### src/rtl/regfile_pkg.sv
// Shared types and sizing for the register-file port controller.
package regfile_pkg;

   localparam int NREG = 16;
   localparam int W    = 16;
   localparam int AW   = 4;

   typedef enum logic [1:0] {
      IDLE  = 2'd0,
      READ  = 2'd1,
      WRITE = 2'd2,
      RESP  = 2'd3
   } state_e;

   typedef struct packed {
      logic          ra_en;
      logic [AW-1:0] ra_addr;
      logic          rb_en;
      logic [AW-1:0] rb_addr;
      logic          wr_en;
      logic [AW-1:0] wr_addr;
      logic [W-1:0]  wr_data;
   } req_t;

endpackage

### src/rtl/regfile_port_ctrl_onehot_dec.sv
// Gated binary-to-one-hot decoder used for the output enables and load strobes.
module onehot_dec #(
   parameter int AW   = 4,
   parameter int NREG = 16
) (
   input  logic            en,
   input  logic [AW-1:0]   addr,
   output logic [NREG-1:0] onehot
);

   always_comb begin
      onehot = '0;
      if (en) onehot[addr] = 1'b1;
   end

endmodule

### src/rtl/regfile_port_ctrl.sv
// Request sequencer for a 16-entry tri-state register file: reads on A/B, then
// an optional write, then a valid/ready response carrying the read operands.
//
//   state | meaning
//   IDLE  | ReqReady high, waiting to latch a request
//   READ  | output enables driven, buses sampled at the closing edge
//   WRITE | load strobe and write data driven for one cycle
//   RESP  | RspValid high, operands held until RspReady
module regfile_port_ctrl
   import regfile_pkg::*;
(
   input  logic            Clk,
   input  logic            Rst_n,
   input  logic            ReqValid,
   output logic            ReqReady,
   input  logic            RaEn,
   input  logic [AW-1:0]   RaAddr,
   input  logic            RbEn,
   input  logic [AW-1:0]   RbAddr,
   input  logic            WrEn,
   input  logic [AW-1:0]   WrAddr,
   input  logic [W-1:0]    WrData,
   output logic [NREG-1:0] Oae,
   output logic [NREG-1:0] Obe,
   output logic [NREG-1:0] Ld,
   output logic [W-1:0]    I,
   input  logic [W-1:0]    BusA,
   input  logic [W-1:0]    BusB,
   output logic            RspValid,
   input  logic            RspReady,
   output logic [W-1:0]    RdA,
   output logic [W-1:0]    RdB
);

   state_e       state_q, state_d;
   req_t         req_q, req_d;
   logic [W-1:0] rda_q, rda_d;
   logic [W-1:0] rdb_q, rdb_d;

   always_comb begin
      state_d = state_q;
      req_d   = req_q;
      rda_d   = rda_q;
      rdb_d   = rdb_q;
      case (state_q)
         IDLE: begin
            if (ReqValid) begin
               req_d = '{ra_en: RaEn, ra_addr: RaAddr, rb_en: RbEn, rb_addr: RbAddr,
                          wr_en: WrEn, wr_addr: WrAddr, wr_data: WrData};
               rda_d = '0;
               rdb_d = '0;
               if (RaEn || RbEn) state_d = READ;
               else if (WrEn)    state_d = WRITE;
               else              state_d = RESP;
            end
         end
         READ: begin
            rda_d   = req_q.ra_en ? BusA : '0;
            rdb_d   = req_q.rb_en ? BusB : '0;
            state_d = req_q.wr_en ? WRITE : RESP;
         end
         WRITE: state_d = RESP;
         RESP: begin
            if (RspReady) state_d = IDLE;
         end
         default: state_d = IDLE;
      endcase
   end

   always_ff @(posedge Clk) begin
      if (!Rst_n) begin
         state_q <= IDLE;
         req_q   <= '0;
         rda_q   <= '0;
         rdb_q   <= '0;
      end else begin
         state_q <= state_d;
         req_q   <= req_d;
         rda_q   <= rda_d;
         rdb_q   <= rdb_d;
      end
   end

   // Enables come only from flopped state and addresses so they cannot glitch.
   onehot_dec #(.AW(AW), .NREG(NREG)) u_dec_oae (
      .en     (state_q == READ && req_q.ra_en),
      .addr   (req_q.ra_addr),
      .onehot (Oae)
   );

   onehot_dec #(.AW(AW), .NREG(NREG)) u_dec_obe (
      .en     (state_q == READ && req_q.rb_en),
      .addr   (req_q.rb_addr),
      .onehot (Obe)
   );

   onehot_dec #(.AW(AW), .NREG(NREG)) u_dec_ld (
      .en     (state_q == WRITE && req_q.wr_en),
      .addr   (req_q.wr_addr),
      .onehot (Ld)
   );

   // Ready is masked by reset so nothing looks acceptable while Rst_n is low.
   assign ReqReady = Rst_n && (state_q == IDLE);
   assign RspValid = (state_q == RESP);
   assign I        = (state_q == WRITE) ? req_q.wr_data : '0;
   assign RdA      = rda_q;
   assign RdB      = rdb_q;

endmodule

### config.mk
export PLATFORM = sky130hd
export DESIGN_NAME = regfile_port_ctrl
export DESIGN_NICKNAME = d
export VERILOG_FILES = /design/src/rtl/regfile_pkg.sv /design/src/rtl/regfile_port_ctrl_onehot_dec.sv /design/src/rtl/regfile_port_ctrl.sv
export SDC_FILE = /design/constraint.sdc
export NUM_CORES = 1
export LEC_CHECK = 0
export CORE_ASPECT_RATIO = 0.9
export CORE_UTILIZATION = 38
export DETAILED_ROUTE_END_ITERATION = 8
export PLACE_DENSITY = 0.76
export SYNTH_ARGS = -nofsm -noshare
export SYNTH_HDL_FRONTEND = slang
export SYNTH_SLANG_ARGS = --single-unit
export TNS_END_PERCENT = 5
### constraint.sdc
create_clock -name Clk -period 1.9 [get_ports Clk]
set_input_delay 0.38 -clock Clk [delete_from_list [all_inputs] [get_ports Clk]]
set_output_delay 0.38 -clock Clk [all_outputs]
set_load 0.05 [all_outputs]
==> results of run 1 <==
## flip-flops by register name, summed over array words and instances, names as in the netlist
register / count
state_q: 2
RdB: 16
req_q: 31
RdA: 16
## power by group through the flow
| stage | clock network [mW] | registers (mW) | logic [mW] |
|---|---|---|---|
| after global placement | 0 | 1.69 | 1.70 |
| after detailed placement | 0 | 1.70 | 1.74 |
| final | 1.02 | 1.72 | 1.93 |
| after global routing | 1.09 | 1.74 | 2.08 |
| after CTS | 1.05 | 1.70 | 1.83 |
| after floorplan | 0 | 1.69 | 1.04 |
## worst register-to-register path, delay by kind of cell (launching register included)
| kind | cells | cell delay, ns |
|---|---|---|
| buffers and inverters | 2 | 0.19 |
| AO/OA/AOI/OAI | 1 | 0.19 |
| AND/OR/NAND/NOR | 2 | 0.71 |
| adder cells (fa/ha/maj) | 1 | 0.25 |
| flip-flops | 1 | 0.36 |
## through the flow
stage | cell area (sq um) | setup slack [ns] | power, mW | utilization, % | instances
final | 5854 | -0.2509 | 4.667 | 80.67 | 663
after global routing | 5854 | -0.3323 | 4.918 | 80.67 | 663
after CTS | 5674 | -0.2653 | 4.572 | 78.19 | 657
after detailed placement | 5384 | 0.01709 | 3.445 | 74.19 | 641
after global placement | 5384 | 0.08356 | 3.390 | 74.19 | 641
after floorplan | 2974 | -0.3559 | 2.731 | - | 399
## layer usage
metal | vias up | wire length (microns)
li1 | 1658 | -
met1 | 1582 | 3746
met2 | 121 | 5301
met3 | 14 | 789
met4 | 0 | 153
met5 | - | 0
## cell type report
| cell class | count | area [sq um] |
|---|---|---|
| clock buffers | 11 | 151.4 |
| flip-flops and latches | 65 | 1311 |
| well taps | 93 | 116.4 |
| fillers | 471 | 1403 |
| inverters | 3 | 16.27 |
| repair buffers | 187 | 2521 |
| clock inverters | 3 | 17.52 |
| multi-input cells | 301 | 1720 |
## worst max-delay path by stage
stage / start / end / slack (ns) / cells past startpoint
final: state_q[1] / Oae[12] / -0.25 / 7
after global routing: state_q[1] / Oae[12] / -0.33 / 7
after CTS: state_q[0] / Ld[0] / -0.27 / 6
after detailed placement: state_q[0] / Ld[8] / 0.02 / 6
after global placement: state_q[1] / Obe[12] / 0.08 / 6
after floorplan: state_q[1] / Obe[2] / -0.36 / 5
## repair_timing
item / 4_1_cts / 5_1_grt
setup buffers: 2 / 6
resized for setup: 27 / 38
setup endpoints to repair: 65 / 66
pin swaps: 4 / 15
## placed cells by master (no fill, tap or decap), types with 18 or more instances in the layout
master and count:
sky130_fd_sc_hd__nand2_1 100, sky130_fd_sc_hd__a21oi_1 63, sky130_fd_sc_hd__clkdlybuf4s50_1 88, sky130_fd_sc_hd__and2_1 20
sky130_fd_sc_hd__buf_12 67, sky130_fd_sc_hd__nor2_1 18, sky130_fd_sc_hd__nand3_1 32, sky130_fd_sc_hd__buf_4 22
sky130_fd_sc_hd__dfxtp_1 61
## kinds of logic after synthesis
logic type               after synthesis
flip-flops                            65
AO/OA/AOI/OAI                         67
adder cells (fa/ha/maj)                5
buffers and inverters                 33
multiplexers                           2
AND/OR/NAND/NOR                      227
==> metrics list, run 1 <==
* Vias per cell: 5.090
- At the pin with the least slew margin, the transition time is 0.6067 ns.
* RR Startpoint: state_q[1]
- The checks that failed: negative setup slack.
- Multiplexer share of the synthesized area: 0.7274%
* Clock Path Buffers: 2
* Met2 Resource Use GR: 42.23%
- The floorplan step set the die height to 85.22 microns.
* Simple-gate area share of the yosys netlist: 35.73%
* Required time reported for the critical path endpoint: 1.52 ns
- Timing would allow up to 464.9 MHz.
- In the post-route analysis, the smallest setup slack over all paths is -0.2509 ns.
- Effective utilization at floorplan: 40.29%
* Total via count in the routed design: 3375
- Total Negative Setup Slacks: -6.878 ns
- Fraction of layout cells with a size suffix above 1: 27.19%
* Gate Count Post-Synth: 399
- Dominant register cell in the synthesized netlist: sky130_fd_sc_hd__dfxtp_1
- Between clock sinks in the finished design, the worst skew comes to 0.008263 ns.
- Combinational cells account for 41.4% of the total power.
- The worst hold path begins at RdB[15].
- Hold-fix buffer count after cts: 0
* Wire length of the first global-routing pass: 15040 microns
* Global placement routability congestion: 0.7931
* RSZ-0062 raised after global routing: true
* Standard cell with the maximum stage delay on the critical path: sky130_fd_sc_hd__dfxtp_4
* Setup CP Type: flip-flop to output port
* Leakage: 2.185 nW
- The clock net in this run drives a total of 65 sinks.
- The internal portion of the total power is 2.900 mW.
- Warnings, synthesis: 0
- Max Cap Viol: 0
* Clock transition time at the flip-flop clock pins of the worst setup and hold paths: 0.07 ns
- Final-report setup violation count: 48
- Of the synthesized area, sequential elements account for 44.50%.
- Largest family of logic cells by synthesized area: simple AND/OR/NAND/NOR gates
* Period minus WS final: 2.151 ns
* Element type at the critical path end: output port
- Hold is met by 0.4494 ns.
- The via count of the first global-routing pass was 3214.
- Clock Root Buffer: sky130_fd_sc_hd__clkbuf_8
- The HPWL after detailed placement is 6995 microns.
- Dividing the detail-routed wire length by the instance count gives 15.07 microns.
- The H-tree generated during clock tree synthesis spans 3 levels.
- The worst pin sits at a relative slew slack of 59.55%.
- Yosys attributes the largest share of cell area to sky130_fd_sc_hd__dfxtp_1 (45%), sky130_fd_sc_hd__nand2_1 (13%), sky130_fd_sc_hd__a21oi_1 (11%), sky130_fd_sc_hd__nand3_1 (5.5%), sky130_fd_sc_hd__nor2_1 (4.7%).
- The mapped netlist covers 0.002924 sq mm.
- Of all flip-flops after synthesis, the portion carrying an async set or reset was 0%.
* Die Outline Area: 0.008050 sq mm
- Relative area change from synthesis to final layout: 100.2%
- Global routing finished with a remaining overflow of 0.
* WP buf/inv: 4
* Family with the most delay on the worst path: simple AND/OR/NAND/NOR gates
- Violation count after the first detailed-route iteration: 117
- The synthesized netlist devotes 2.139% of its cell area to adder and majority cells.
- Worst setup slack for register-to-register paths: 0.14 ns
- Clock share of power: 21.8%
- The netlist uses 29 different library cells.
- In this run the count of I/O pins placed on the die edge is 165.
- The synthesized design devotes to its leading area cell type 44.50% of total area.
- Die width: 94.47 microns
- Largest fanout on the critical path: 4
- Number of flip-flops and latches in the synthesized netlist: 65
- DRC viols: 0
- Most Crowded Layer GR: met2
* Share of power burned in registers: 36.9%
- Count of nets left with antenna violations after detail routing: 0
* Complex-gate fraction of the synthesized area: 11.81%
* Synthesized net count: 471
* Critical path's largest stage delay: 0.36 ns
* Met1 GRT Util: 26.37%
* Maximum number of pins on one net before global-route repair: 33
- CTS tree: done
* Run status: complete, but fails checks
* Library cell occupying the most area in the post-synthesis netlist: sky130_fd_sc_hd__dfxtp_1
- Number of input and output port buffers inserted: 164
- Insertion delay to the later sink of the worst-skew pair: 0.32 ns
- The initial antenna violation count is 0.
- Final max-slew violation count: 0
* Share of total power consumed by net switching: 37.86%
- Across every metal layer, demand over resource in global routing totals 23.65%.
- The analysis attributes to net switching a power of 1.767 mW.
- The number of hold violations in the final report came to 0.
- Mean Syn Cell Area: 7.328 sq um
- Worst Hold Depth: 2
- Number of flops mapped to enable cells by yosys: 0
* Row Count: 29
- 0 antenna diodes ended up in the layout.
- Placeable Area: 0.007257 sq mm
- Number of nets at the end of the flow: 639
* Startpoint type of the worst setup path: flip-flop
- Hold crit path type: flip-flop to flip-flop
* Most common cell in the synthesized netlist: sky130_fd_sc_hd__nand2_1
- Portion of the clock cycle consumed by the worst path in the final layout: 113.2%
- Cell Pwr Density: 797.1 mW/mm^2
- Critical path arrival: 1.77 ns
- Traced cell by cell, the critical path runs through inv_4 > ha_4 > buf_6 > nand4_1 > nor3_2 > buf_4 > buf_12.
* Post-synthesis share of cell area spent on xor and xnor gates: 0%
- Ranking of synthesized cells by instance count: sky130_fd_sc_hd__nand2_1 (101), sky130_fd_sc_hd__dfxtp_1 (65), sky130_fd_sc_hd__a21oi_1 (63)
* Maximum vdd ir drop: 0.0007111 V
- Aggregate routed wire length: 9990 microns
- The number of cells on the worst reg-to-reg path is 6.
- Counting the buffers created by CTS gives 9.
* Worst Hold End: RdB[15]
* Pre-Repair DR Iteration Count: 4
* Global Route met3 Usage: 7.975%
- The worst register-to-register path ends at RdA[7].
Note: power is estimated with default switching activity, not from simulation.
==> run 2: changes to the inputs <==
Settings changed: CAP_MARGIN set to 20, PLACE_DENSITY 0.76 to unset, PLACE_DENSITY_LB_ADDON set to 0.1, SLEW_MARGIN set to 20.
==> metrics list, run 2 (same netlist as run 1, synthesis figures left out) <==
- Top Ports: 165 (unchanged)
- Maximum vdd ir drop: 0.0006653 V (was 0.0007111 V)
- Leakage: 2.428 nW (was 2.185 nW)
* Run status: complete, but fails checks (unchanged)
- The flip-flop count of the largest register, all copies and words added was 31 (unchanged).
* Critical path arrival: 1.71 ns (was 1.77 ns)
- Total global routing overflow: 0 (unchanged)
- The met3 track utilization from global routing was 8.513% (was 7.975%).
* Clock Path Buffers: 2 (unchanged)
- The most congested layer reported by global routing is met2 (unchanged).
- The maximum number of pins on one net before global-route repair came to 38 (was 33).
* Insertion delay to the later sink of the worst-skew pair: 0.34 ns (was 0.32 ns)
* Global placement routability congestion: 0.8397 (was 0.7931)
- The initial antenna violation count is 0 (unchanged).
- The initial core utilization is 40.29% (unchanged).
* Total routing resource utilization after global routing: 25.38% (was 23.65%)
* Hold crit path type: flip-flop to flip-flop (unchanged)
- The half-perimeter wire length after placement came to 6815 microns (was 6995 microns).
- The count of placed standard cells in the final layout, fillers left out was 662 (was 663).
- Clock Root Buffer: sky130_fd_sc_hd__clkbuf_8 (unchanged)
* End of the worst register-to-register path: state_q[1] (was RdA[7])
* Final-report setup violation count: 49 (was 48)
- Worst setup path endpoint: Ld[0] (was Oae[12])
* Violation count after the first detailed-route iteration: 108 (was 117)
- The growth of design area from synthesis to finish is 101.5% (was 100.2%).
- Measured slew at the worst slew-check pin: 0.5257 ns (was 0.6067 ns)
* Number of CTS-inserted buffers: 9 (unchanged)
* Final max-slew violation count: 0 (unchanged)
- The maximum single-stage delay on the critical path came to 0.40 ns (was 0.36 ns).
* Fraction of layout cells with a size suffix above 1: 27.94% (was 27.19%)
* Startpoint type of the worst setup path: flip-flop (unchanged)
- Critical path origin: state_q[0] (was state_q[1])
- The total number of placement rows came to 29 (unchanged).
- Largest reg by FF count: req_q (unchanged)
* Clock transition time at the flip-flop clock pins of the worst setup and hold paths: 0.07 ns (about the same)
- RSZ-0062 raised after global routing: true (unchanged).
* Ant diodes: 0 (unchanged)
* Critical-path cell list: inv_4 > ha_4 > nand2_2 > or3_4 > nor3_4 > buf_12 (was inv_4 > ha_4 > buf_6 > nand4_1 > nor3_2 > buf_4 > buf_12)
- CTS tree: done (unchanged)
* Total via count in the routed design: 3381 (was 3375)
- Worst setup slack for register-to-register paths: 0.06 ns (was 0.14 ns)
- The total routed wirelength was 9985 microns (was 9990 microns).
* Vias in the first global route: 3197 (was 3214)
- Met2 Resource Use GR: 45.59% (was 42.23%)
* Largest fanout on the critical path: 4 (unchanged)
* Routed length per instance: 15.08 microns (was 15.07 microns)
- Clk_skew: 0.005885 ns (was 0.008263 ns)
- The cell total after placement is 639 (was 641).
- Slew headroom: 64.89% (was 59.55%)
* Element type at the critical path end: output port (unchanged)
- The worst flop-to-flop path startpoint is state_q[1] (unchanged).
* DRC viols: 0 (unchanged)
* Most frequent standard cell in the layout excluding fill and tap cells: sky130_fd_sc_hd__nand2_1 (unchanged)
- Die width: 94.47 microns (unchanged)
* Met1 GRT Util: 29.02% (was 26.37%)
- The ratio of routed vias to standard cells was 5.107 (was 5.090).
- Setup CP Type: flip-flop to output port (unchanged)
* Hold Fails Final Rpt: 0 (unchanged)
- The first-pass iteration count of the detailed router came to 4 (unchanged).
* Least setup slack across all paths after layout: -0.1914 ns (was -0.2509 ns)
- Count of nets left with antenna violations after detail routing: 0 (unchanged)
* Maximum operating frequency: 478.2 MHz (was 464.9 MHz)
- The number of nets in the layout was 636 (was 639).
* Max Cap Viol: 0 (unchanged)
- Depth of the worst register-to-register path: 7 (was 6)
* Setup slack at placement: 0.01365 ns (was 0.01709 ns)
* Required time reported for the critical path endpoint: 1.52 ns (about the same)
- Placeable Area: 0.007257 sq mm (unchanged)
- Hold-fix buffer count after cts: 0 (unchanged)
- The number of H-tree levels is 3 (unchanged).
- Portion of the clock cycle consumed by the worst path in the final layout: 110.1% (was 113.2%)
- The number of sinks driven by the clock tree was 65 (unchanged).
* Wire length of the first global-routing pass: 16030 microns (was 15040 microns)
- Top library cells by usage in the layout, fill and taps aside: sky130_fd_sc_hd__nand2_1 (99), sky130_fd_sc_hd__clkdlybuf4s50_1 (76), sky130_fd_sc_hd__buf_12 (68) (was sky130_fd_sc_hd__nand2_1 (100), sky130_fd_sc_hd__clkdlybuf4s50_1 (88), sky130_fd_sc_hd__buf_12 (67)).
- Cell Pwr Density: 825.1 mW/mm^2 (was 797.1 mW/mm^2)
* Number of input and output port buffers inserted: 164 (unchanged)
- The slowest library cell on the worst path was sky130_fd_sc_hd__or3_4 (was sky130_fd_sc_hd__dfxtp_4).
- Violations in the final reports: negative setup slack (unchanged).
- Die Outline Area: 0.008050 sq mm (unchanged)
* Period minus WS final: 2.091 ns (was 2.151 ns)
- The die extent in y came to 85.22 microns (unchanged).
## run 2: changes by cell type in the layout (fill, tap and decap cells not counted), sizes merged
cell	change
clkdlybuf4s50	-12
dlymetal6s2s	+11
buf	-5
dlygate4sd2	+3
clkinvlp	+2
clkinv	-1
inv	+1
## run 2: timing repair
item	4_1_cts	5_1_grt
pin swaps	9	17
setup buffers	5	1
setup endpoints to repair	68	82
resized for setup	50	36
gates cloned	1	0
## run 2: metrics by stage
stage               setup TNS (ns)  util (%)  hold WS (ns)  instance area [sq um]  power [mW]
floorplan                   -5.377         -        0.4317                   2974       2.731
global placement                 0     74.22        0.4368                   5386       3.427
detailed placement               0     74.22        0.4425                   5386       3.477
CTS                         -6.474     79.62        0.4545                   5778       4.796
global route                -10.62     81.19        0.4646                   5892       5.121
finish                      -6.094     81.19        0.4512                   5892       4.861
## run 2: report_power, final
group | total [mW] | switching [mW] | internal, mW | leakage, nW
clock network | 1.07 | 0.557 | 0.516 | 0.0822
registers | 1.71 | 0.189 | 1.53 | 0.530
logic | 2.07 | 1.13 | 0.941 | 1.82
## run 2: worst max-delay path, delay by kind of cell (launching register included)
kind	cells	cell delay [ns]
buffers and inverters	2	0.22
adder cells (fa/ha/maj)	1	0.15
AND/OR/NAND/NOR	3	0.62
flip-flops	1	0.37
## run 2: worst min-delay path by stage
stage | startpoint | endpoint | slack [ns] | cells past startpoint
after detailed placement | req_q[4] | req_q[4] | 0.44 | 2
after global routing | RdB[6] | RdB[6] | 0.46 | 2
after CTS | req_q[10] | req_q[10] | 0.45 | 2
after floorplan | req_q[0] | req_q[0] | 0.43 | 2
after global placement | req_q[1] | req_q[1] | 0.44 | 2
final | RdB[10] | RdB[10] | 0.45 | 2
## run 2: layer usage
metal	share of wire, %	routed length (microns)
met3	7.2	721
met4	1.7	167
met1	39	3864
met2	52	5232
met5	0	0
## run 2: area by class of cell
| class | instances | area, sq um |
|---|---|---|
| clock inverters | 5 | 40.04 |
| flip-flops and latches | 65 | 1309 |
| well taps | 93 | 116.4 |
| multi-input cells | 301 | 1718 |
| repair buffers | 184 | 2551 |
| fillers | 504 | 1365 |
| inverters | 3 | 16.27 |
| clock buffers | 11 | 141.4 |
